--- src/rtl/spi_xfer_ctrl.sv ---
// SPI slave transfer controller: frames MOSI bits into fixed-size packets, shifts
// transmit words out on MISO, and holds the memory interface in reset outside ACTIVE.
module spi_xfer_ctrl #(
    parameter int PACKET_SIZE  = 40,
    parameter int PRIME_CYCLES = 4,
    parameter int CNT_WIDTH    = 16
) (
    input  logic                   clk,
    input  logic                   reset,
    input  logic                   cs_active,
    input  logic                   sclk_rise,
    input  logic                   sclk_fall,
    input  logic                   mosi,
    output logic                   miso,
    input  logic [PACKET_SIZE-1:0] toOutput,
    input  logic                   loadOutput,
    output logic [PACKET_SIZE-1:0] inputReg,
    output logic                   dataReady,
    output logic                   memif_reset,
    output logic [CNT_WIDTH-1:0]   packet_count,
    output logic                   frame_error
);

    localparam int BIT_W   = (PACKET_SIZE > 2) ? $clog2(PACKET_SIZE) : 1;
    localparam int PRIME_W = (PRIME_CYCLES > 2) ? $clog2(PRIME_CYCLES) : 1;

    localparam logic [1:0] ST_IDLE   = 2'd0;
    localparam logic [1:0] ST_PRIME  = 2'd1;
    localparam logic [1:0] ST_ACTIVE = 2'd2;

    localparam logic [BIT_W-1:0]     BIT_ZERO   = {BIT_W{1'b0}};
    localparam logic [BIT_W-1:0]     BIT_ONE    = BIT_W'(1'b1);
    localparam logic [BIT_W-1:0]     BIT_LAST   = BIT_W'(PACKET_SIZE - 1);
    localparam logic [PRIME_W-1:0]   PRIME_ZERO = {PRIME_W{1'b0}};
    localparam logic [PRIME_W-1:0]   PRIME_ONE  = PRIME_W'(1'b1);
    localparam logic [PRIME_W-1:0]   PRIME_LAST = PRIME_W'(PRIME_CYCLES - 1);
    localparam logic [CNT_WIDTH-1:0] CNT_ZERO   = {CNT_WIDTH{1'b0}};
    localparam logic [CNT_WIDTH-1:0] CNT_ONE    = CNT_WIDTH'(1'b1);
    localparam logic [PACKET_SIZE-1:0] PKT_ZERO = {PACKET_SIZE{1'b0}};

    logic [1:0]             state_r,        state_s;
    logic [BIT_W-1:0]       bit_cnt_r,      bit_cnt_s;
    logic [PRIME_W-1:0]     prime_cnt_r,    prime_cnt_s;
    logic [PACKET_SIZE-1:0] shift_in_r,     shift_in_s;
    logic [PACKET_SIZE-1:0] shift_out_r,    shift_out_s;
    logic [PACKET_SIZE-1:0] input_reg_r,    input_reg_s;
    logic                   data_ready_r,   data_ready_s;
    logic                   memif_reset_r,  memif_reset_s;
    logic [CNT_WIDTH-1:0]   packet_count_r, packet_count_s;
    logic                   frame_error_r,  frame_error_s;
    logic                   shift_out_en_s;

    // Next-state and datapath decode; a rise always wins over a coincident fall.
    always_comb begin
        state_s        = state_r;
        bit_cnt_s      = bit_cnt_r;
        prime_cnt_s    = prime_cnt_r;
        shift_in_s     = shift_in_r;
        input_reg_s    = input_reg_r;
        data_ready_s   = 1'b0;
        packet_count_s = packet_count_r;
        frame_error_s  = frame_error_r;
        shift_out_en_s = 1'b0;

        case (state_r)
            ST_IDLE: begin
                bit_cnt_s = BIT_ZERO;
                if (cs_active) begin
                    state_s        = ST_PRIME;
                    prime_cnt_s    = PRIME_ZERO;
                    packet_count_s = CNT_ZERO;
                    frame_error_s  = 1'b0;
                end else begin
                    state_s = ST_IDLE;
                end
            end
            ST_PRIME: begin
                if (!cs_active) begin
                    state_s = ST_IDLE;
                end else begin
                    if (sclk_rise || sclk_fall) begin
                        frame_error_s = 1'b1;
                    end else begin
                        frame_error_s = frame_error_r;
                    end
                    if (prime_cnt_r == PRIME_LAST) begin
                        state_s = ST_ACTIVE;
                    end else begin
                        prime_cnt_s = prime_cnt_r + PRIME_ONE;
                    end
                end
            end
            ST_ACTIVE: begin
                if (!cs_active) begin
                    // A partial packet is dropped and flagged rather than delivered.
                    state_s   = ST_IDLE;
                    bit_cnt_s = BIT_ZERO;
                    if (bit_cnt_r != BIT_ZERO) begin
                        frame_error_s = 1'b1;
                    end else begin
                        frame_error_s = frame_error_r;
                    end
                end else if (sclk_rise) begin
                    shift_in_s = {shift_in_r[PACKET_SIZE-2:0], mosi};
                    if (sclk_fall) begin
                        frame_error_s = 1'b1;
                    end else begin
                        frame_error_s = frame_error_r;
                    end
                    if (bit_cnt_r == BIT_LAST) begin
                        bit_cnt_s      = BIT_ZERO;
                        input_reg_s    = {shift_in_r[PACKET_SIZE-2:0], mosi};
                        data_ready_s   = 1'b1;
                        packet_count_s = packet_count_r + CNT_ONE;
                    end else begin
                        bit_cnt_s = bit_cnt_r + BIT_ONE;
                    end
                end else if (sclk_fall) begin
                    // Hold at a packet boundary so a freshly loaded word keeps its MSB.
                    shift_out_en_s = (bit_cnt_r != BIT_ZERO);
                end else begin
                    shift_out_en_s = 1'b0;
                end
            end
            default: begin
                state_s   = ST_IDLE;
                bit_cnt_s = BIT_ZERO;
            end
        endcase

        if (loadOutput) begin
            shift_out_s = toOutput;
        end else if (shift_out_en_s) begin
            shift_out_s = {shift_out_r[PACKET_SIZE-2:0], 1'b0};
        end else begin
            shift_out_s = shift_out_r;
        end

        memif_reset_s = (state_s != ST_ACTIVE);
    end

    // State and output registers with asynchronous active-low reset.
    always_ff @(posedge clk or negedge reset) begin
        if (!reset) begin
            state_r        <= ST_IDLE;
            bit_cnt_r      <= BIT_ZERO;
            prime_cnt_r    <= PRIME_ZERO;
            shift_in_r     <= PKT_ZERO;
            shift_out_r    <= PKT_ZERO;
            input_reg_r    <= PKT_ZERO;
            data_ready_r   <= 1'b0;
            memif_reset_r  <= 1'b1;
            packet_count_r <= CNT_ZERO;
            frame_error_r  <= 1'b0;
        end else begin
            state_r        <= state_s;
            bit_cnt_r      <= bit_cnt_s;
            prime_cnt_r    <= prime_cnt_s;
            shift_in_r     <= shift_in_s;
            shift_out_r    <= shift_out_s;
            input_reg_r    <= input_reg_s;
            data_ready_r   <= data_ready_s;
            memif_reset_r  <= memif_reset_s;
            packet_count_r <= packet_count_s;
            frame_error_r  <= frame_error_s;
        end
    end

    assign miso         = shift_out_r[PACKET_SIZE-1];
    assign inputReg     = input_reg_r;
    assign dataReady    = data_ready_r;
    assign memif_reset  = memif_reset_r;
    assign packet_count = packet_count_r;
    assign frame_error  = frame_error_r;

endmodule

--- config.mk ---
export PLATFORM = sky130hd
export DESIGN_NAME = spi_xfer_ctrl
export DESIGN_NICKNAME = d
export VERILOG_FILES = /design/src/rtl/spi_xfer_ctrl.sv
export SDC_FILE = /design/constraint.sdc
export NUM_CORES = 1
export LEC_CHECK = 0
export CAP_MARGIN = 20
export CORE_MARGIN = 2
export CORE_UTILIZATION = 45
export DETAILED_ROUTE_END_ITERATION = 8
export PLACE_DENSITY_LB_ADDON = 0.2
export SLEW_MARGIN = 5
export SYNTH_ARGS = -nofsm -noshare
export SYNTH_HDL_FRONTEND = slang
export SYNTH_SLANG_ARGS = --single-unit
--- constraint.sdc ---
create_clock -name clk -period 2.39 [get_ports clk]
set_input_delay 0.478 -clock clk [delete_from_list [all_inputs] [get_ports clk]]
set_output_delay 0.478 -clock clk [all_outputs]
set_load 0.02 [all_outputs]
=== Yosys cells after proc, flatten, opt, wreduce, memory -nomap -nowiden ===
Cells that the tools add are included.

* $add $sub $neg: 3
* Multipliers: 0
* Div/mod/pow operators: 0
* $lt $le $gt $ge: 0
* Equality and inequality tests: 15
* Shift operators: 0
* Muxes and demuxes: 36
* Bitwise logic cells: 1
* Reductions and logical operators: 13

{| class="wikitable"
|+ Operators by type and width
! operator !! count
|-
| $mux 40 || 2
|-
| $mux 16 || 4
|-
| $pmux 16 s2 || 1
|-
| $mux 6 || 3
|-
| $add 16x1->16 const B || 1
|-
| $mux 1 || 16
|-
| $ne 2x2->1 const B || 8
|-
| $mux 2 || 6
|-
| $pmux 6 s2 || 1
|-
| $ne 3x3->1 const B || 3
|-
| $reduce_and 4->1 || 2
|-
| $reduce_and 7->1 || 1
|-
| $add 6x1->6 const B || 1
|-
| $eq 6x6->1 const B || 1
|-
| $pmux 2 s3 || 1
|-
| $reduce_bool 2->1 || 3
|-
| $reduce_bool 6->1 || 1
|-
| $reduce_and 5->1 || 1
|-
| $eq 2x2->1 const B || 2
|-
| $pmux 2 s2 || 1
|-
| $pmux 1 s3 || 1
|-
| $reduce_and 3->1 || 1
|-
| $reduce_bool 3->1 || 1
|-
| $add 2x1->2 const B || 1
|-
| other kinds (5) || 5
|}

* Flip-flop bits (word level): 148
* Bits in latches: 0
* Memory bits (writable): 0
* Bits in read-only memories: 0
* Word-level logic and storage cells: 78
* Memories kept: 0

=== Longest topological paths before layout ===
* Depth in word-level cells: 7
* Mapped depth: 11

=== Worst setup path after synthesis ===
OpenSTA, ideal clock, no wires.

* Path kind: register to register
* From: reg state_r[1]
* To: reg frame_error_r (netlist: frame_error)
* Library setup time: 0.125 ns
* Data arrival time: 1.693 ns
* Data required time: 2.265 ns
* Setup slack: 0.572 ns
* Cell stages (with the launch flop): 8
* Buffers on the path: 1
* Period minus slack after synthesis: 1.818 ns
* Cells stage by stage: dfrtp_1 > inv_1 > ha_1 > clkbuf_1 > o21ai_0 > a221oi_1 > a221oi_1 > mux2_2

* Word-level cells in the longest chain between the ends: 3
* Elaborated cells between the ends (all ways): 12
* Classes of those cells: eq/ne: 8; mux: 1; reduce/logical: 3

{| class="wikitable"
|+ Ends and longest elaborated chain
! element !! line !! source
|-
| start, declared || 41 || <nowiki>logic [1:0] state_r, state_s;</nowiki>
|-
| start signal, assigned || 156 || <nowiki>state_r <= state_s;</nowiki>
|-
| $eq 2x2->1 (tied with other cells) || 65 || <nowiki>case (state_r)</nowiki>
|-
| $ne 3x3->1 (no line) (tied with other cells) || - ||
|-
| $reduce_and 7->1 (no line) || - ||
|-
| end signal, assigned || 165 || <nowiki>frame_error_r <= frame_error_s;</nowiki>
|-
| end, declared || 50 || <nowiki>logic frame_error_r, frame_error_s;</nowiki>
|}

Parallel ways exist; a longest one is shown, timed or not.
A chain may end at the register's enable or synchronous reset.

=== Final worst setup path ===
* From: reg packet_count_r[2] (netlist: packet_count[2])
* To: out packet_count[2]

{| class="wikitable"
|+ RTL lines
! element !! line !! source
|-
| start, declared || 49 || <nowiki>logic [CNT_WIDTH-1:0] packet_count_r, packet_count_s;</nowiki>
|-
| start signal, assigned || 164 || <nowiki>packet_count_r <= packet_count_s;</nowiki>
|-
| end, declared || 20 || <nowiki>output logic [CNT_WIDTH-1:0] packet_count,</nowiki>
|}

No word-level cell between the ends.

==> impl_metrics.ini <==
[status]
status = finished clean

[hold_path]
hp-class = reg2reg

[sta]
max-slew-margin-rel_pct = 60.1
drv_slew = 0
setup_viol = 0
timing.final.crit_share_pct = 89.3
rsz0062_at_grt = no
fmax_mhz = 469
fin_skew_ns = 0.00676
whs_ns = 0.472
tns_ns = 0
fin_crit_ns = 2.13
tightest_slew_ns = 0.593
final_hold_viol_count = 0

[grt]
grt_max_degree = 51
grt_first_pass_wirelength_um = 24200
grt_pass1_vias = 5121
antenna_found_initial = 0
grt.total_usage_pct = 19.2
overflow = 0

[final_layout]
fill_cells = 1230
multiInputGateArea_um2 = 2620
layout.nets = 848
utilization_pct = 58.7
mostFrequentLayoutCells = nand2_1 (298), dfrtp_1 (147), clkdlybuf4s50_1 (104)
antenna_cells = 0
final_cell_area_um2 = 8430
regArea_um2 = 3700
drive_above_1_share_pct = 7.33
syn_to_final_growth_pct = 29.1
layout_commonest_cell = nand2_1

[synth]
ys_types = 53
syn-num-nets = 748
synth_warnings = 0
ys.flop_type = dfrtp_1
ys_ff_latch = 148
async_flop_share_pct = 100
synth-edff-count = 0
synth_cells = 693
ys_seq_area_share_pct = 56.7
synth_area_um2 = 6530
avgSynthCellArea_um2 = 9.43

[placement]
io_buffers = 106
globalplace.congestion = 0.791
hpwl_um = 9440
placed_area_um2 = 7800

[drt]
avgRoutedWirePerCell_um = 14.2
route.detailed.drc = 0
routed_via_density = 5.17
wl_um = 14100
first_iter_violations = 285
firstDrtPassIters = 4
antenna_left = 0
via_count = 5111

[cts]
clk_path_buf_depth = 2
clock_latency_ns = 0.42
htree_num_levels = 4
ctsResizeCount = 0
path_clk_slew_ns = 0.06
cts_sinks = 148
cts_root_buffer = clkbuf_16
cts_tree = built
numCtsBuffers = 17

[die]
die_w_um = 124
die_h_um = 124
die_area_um2 = 15500
num_rows = 44
io-pin-count = 107
start_util_pct = 45.5
core_area_um2 = 14400

[worst_setup_path]
cp_top_family = buffers and inverters
critPathKind = reg2out
arrival_ns = 1.66
critPathCaptureType = output port
worst_setup_path_start_kind = flop
slowest_delay_ns = 0.68
path_buf_inv = 1
cp_slowest_cell = clkdlybuf4s50_1
worstPathMaxFanout = 11
crit_required_ns = 1.91
crit_path_cell_trace = clkdlybuf4s50_1

[power_and_ir_drop]
total_power_mw = 5.71
power_leakage_nw = 4.01
ir_worst_vdd_v = 0.000419
power_density_nw_per_um2 = 677

[job]
maxCapViolCount = 0
per-layer routing:
layer | GRT usage [%] | vias up | wire length, um
li1 | - | 2501 | -
met1 | 26.3 | 2455 | 6640
met2 | 29.2 | 141 | 6510
met3 | 5.67 | 14 | 748
met4 | 7.01 | 0 | 155
met5 | 0 | - | 0
synthesized netlist by cell type, types with 2 or more instances:
cell type	instances	share of area [%]
nand2_1	298	17
dfrtp_1	147	56
o21ai_0	46	3.5
mux2i_1	39	6.0
clkbuf_1	16	0.92
buf_2	15	1.1
nor2_1	10	0.57
ha_1	8	1.5
and3_1	7	0.67
nand3_1	7	0.54
a22o_1	6	0.80
buf_4	6	0.69
inv_1	6	0.34
nand4_1	6	0.57
a211o_1	5	0.67
a31oi_1	5	0.48
nand2b_1	5	0.48
a21oi_1	4	0.31
buf_1	4	0.23
nor4_1	4	0.38
nor3_1	3	0.23
o211ai_1	3	0.34
o311a_1	3	0.46
xnor2_1	3	0.40
a221o_1	2	0.31
a221oi_1	2	0.27
and4_1	2	0.27
mux2_2	2	0.34
nand4b_1	2	0.27
nor2b_1	2	0.19
nor3b_1	2	0.23
nor4b_1	2	0.27
where the power goes:
group          switching [mW]  leakage [nW]  internal (mW)
sequential             0.0496          1.99           2.59
clock                   0.996         0.294           1.72
combinational           0.187          1.72          0.166
final cells by class:
type,count,share of cell area (%)
inverters,7,0.312
flip-flops and latches,148,43.9
clock inverters,11,1.81
multi-input cells,497,31.1
clock buffers,20,5.53
repair buffers,122,14.6
well taps,184,2.73
through the flow:
step / worst slack [ns] / std cells
floorplan: 0.572 / 693
global placement: 0.189 / 957
detailed placement: 0.132 / 957
CTS: 0.229 / 989
global route: 0.165 / 989
finish: 0.257 / 989
path summary, 6_finish.rpt:
kind	from	endpoint	slack, ns	depth (start not counted)
max	packet_count[2]	packet_count[2]	0.26	1
min	inputReg[35]	inputReg[35]	0.47	2
max reg2reg	state_r[1]	frame_error	0.35	6
min reg2reg	inputReg[35]	inputReg[35]	0.47	2
max in group asynchronous	reset	memif_reset	1.08	3
min in group asynchronous	reset	shift_out_r[10]	0.56	2
cell families (layout without fill, tap and decap cells):
family / Yosys count / after routing / share of synthesized area (%)
simple gates: 358 / 358 / 23.0
flops: 148 / 148 / 56.7
mux: 41 / 41 / 6.32
compound gates: 86 / 86 / 8.48
buf+inv: 48 / 160 / 3.39
fa+ha+maj: 8 / 8 / 1.53
xor+xnor: 4 / 4 / 0.536
sequential cells by signal, summed over array words and instances (netlist names):
signal,count
bit_cnt_r,6
dataReady,1
frame_error,1
inputReg,40
memif_reset,1
packet_count,16
prime_cnt_r,2
shift_in_r,39
shift_out_r,40
state_r,2
tightest hold or removal path, delay by kind of cell, from the launching register on:
| family | cells | cell delay [ns] |
|---|---|---|
| flops | 1 | 0.34 |
| simple gates | 2 | 0.10 |
repair_timing:
item                      in CTS  in global routing
buffers inserted               0                  0
hold endpoints to repair      36                  0
hold buffers                   1                  0
Power figures use the tool's default switching activity.
==> RTL edit (same settings) <==
Reset style: synchronous (`reset`), changed in one clocked block. Comments in the files are not updated.
--- a/src/rtl/spi_xfer_ctrl.sv
+++ b/src/rtl/spi_xfer_ctrl.sv
@@ -140,7 +140,7 @@
     end
 
     // State and output registers with asynchronous active-low reset.
-    always_ff @(posedge clk or negedge reset) begin
+    always_ff @(posedge clk) begin
         if (!reset) begin
             state_r        <= ST_IDLE;
             bit_cnt_r      <= BIT_ZERO;
Formal check against the unedited RTL: differs if reset is asserted again (counterexample within 4 cycles, from zero or initial values and one cycle with reset low); with reset held inactive, the same outputs for 10 cycles.
==> RTL edit against the original RTL <==
- design area fell by 7.4%
- sequential cell count stayed put
- routed wire length is 10% lower
- register-to-register slack worse by 0.05 ns
- critical endpoint is now shift_out_r[13]$_SDFFE_PN0P_
- power up 0.50%
- clock skew about the same
- critical path depth rose by 6
- synthesized cell count is 2.3% higher
- worst setup slack gained 0.047 ns
- area after synthesis decreased by 10%
- fmax grew 2.3%
==> RTL edit: results (changes against the original RTL) <==
<table>
<tr><th>Metric</th><th>Value</th></tr>
<tr><th colspan="2">Run status</th></tr>
<tr><td>Result of the run</td><td>complete, no violations (unchanged)</td></tr>
<tr><th colspan="2">Placement</th></tr>
<tr><td>Sum of net half-perimeters after detailed placement</td><td>8.44 mm (was 9.44 mm)</td></tr>
<tr><td>Cell area after placement</td><td>7140 µm² (was 7800 µm²)</td></tr>
<tr><th colspan="2">Setup path</th></tr>
<tr><td>Crit path max-delay cell type</td><td>a2111oi_4 (was clkdlybuf4s50_1)</td></tr>
<tr><th colspan="2">Logic synthesis</th></tr>
<tr><td>Mux share of post-synthesis cell area</td><td>6.64% (was 6.32%)</td></tr>
<tr><td>Adder-cell area share of the yosys netlist</td><td>1.70% (was 1.53%)</td></tr>
<tr><td>Cell types with the highest counts after synthesis</td><td>nand2_1 (176), dfxtp_1 (148), a21oi_1 (131) (was nand2_1 (298), dfrtp_1 (147), o21ai_0 (46))</td></tr>
<tr><td>Count of distinct cell types in the synthesized netlist</td><td>39 (was 53)</td></tr>
<tr><td>Synth area leaders</td><td>dfxtp_1 (50%), nand2_1 (11%), a21oi_1 (11%) (was dfrtp_1 (56%), nand2_1 (17%), mux2i_1 (6.0%))</td></tr>
<tr><td>Synthesized netlist net count</td><td>764 (was 748)</td></tr>
<tr><th colspan="2">Power</th></tr>
<tr><td>Worst IR Drop VDD</td><td>0.373 mV (was 0.419 mV)</td></tr>
<tr><td>Leakage power figure</td><td>2.58 nW (was 4.01 nW)</td></tr>
<tr><th colspan="2">Detailed routing</th></tr>
<tr><td>Total met2 wirelength after detailed routing</td><td>5.87 mm (was 6.51 mm)</td></tr>
<tr><td>Detailed Route Iter0 Violations</td><td>336 (was 285)</td></tr>
<tr><td>Met3 routed WL</td><td>673 µm (was 748 µm)</td></tr>
<tr><th colspan="2">Timing</th></tr>
<tr><td>Worst slew slack as a fraction of its limit</td><td>40.5% (was 60.1%)</td></tr>
<tr><td>Clock skew</td><td>0.00642 ns (was 0.00676 ns)</td></tr>
<tr><th colspan="2">Global routing</th></tr>
<tr><td>Pin count of the biggest net entering global routing</td><td>90 (was 51)</td></tr>
<tr><td>M2 GR Usage</td><td>31.4% (was 29.2%)</td></tr>
<tr><td>Global router's overall resource usage</td><td>18.6% (was 19.2%)</td></tr>
</table>
[RTL edit: changes by cell type in the layout (fill, tap and decap cells not counted), sizes merged, moves of 6 or more]
cell and delta:
nand2 -122, a21oi +126, dfrtp -147, dfxtp +148, a22o -6, nor2 +13, xnor2 +9
[RTL edit: metrics by stage]
| step | TNS [ns] | cells | setup WS, ns | total power [mW] | utilization, % |
|---|---|---|---|---|---|
| finish | 0 | 989 | 0.304 | 5.73 | 61.6 |
| global route | 0 | 989 | 0.179 | 5.93 | 61.6 |
| CTS | 0 | 989 | 0.311 | 5.79 | 61.6 |
| detailed placement | -0.148 | 957 | -0.0308 | 2.86 | 56.4 |
| global placement | 0 | 957 | 0.0289 | 2.85 | 56.4 |
| floorplan | 0 | 709 | 0.454 | 2.74 | - |
[RTL edit: layout make-up]
cell class | instances | area [µm²]
sequential | 148 | 2960
inverter | 10 | 37.5
clock inverter | 8 | 143
fill | 1147 | 4860
timing repair buffer | 128 | 1240
multi-input combinational | 499 | 2690
tap | 172 | 215
clock buffer | 24 | 522
[RTL edit: final timing paths]
kind | slack (ns) | from | endpoint | cells past startpoint
max reg2reg | 0.30 | state_r[0]$_SDFF_PN0_ | shift_out_r[13]$_SDFFE_PN0P_ | 7
min | 0.45 | inputReg[10]$_SDFFE_PN0P_ | inputReg[10]$_SDFFE_PN0P_ | 2
max | 0.30 | state_r[0]$_SDFF_PN0_ | shift_out_r[13]$_SDFFE_PN0P_ | 7
min reg2reg | 0.45 | inputReg[10]$_SDFFE_PN0P_ | inputReg[10]$_SDFFE_PN0P_ | 2
[RTL edit: report_power, final]
group          internal (mW)  leakage, nW  switching, mW
Sequential              2.52         1.20         0.0282
Clock                   1.94        0.328          0.988
Combinational          0.132         1.05          0.131
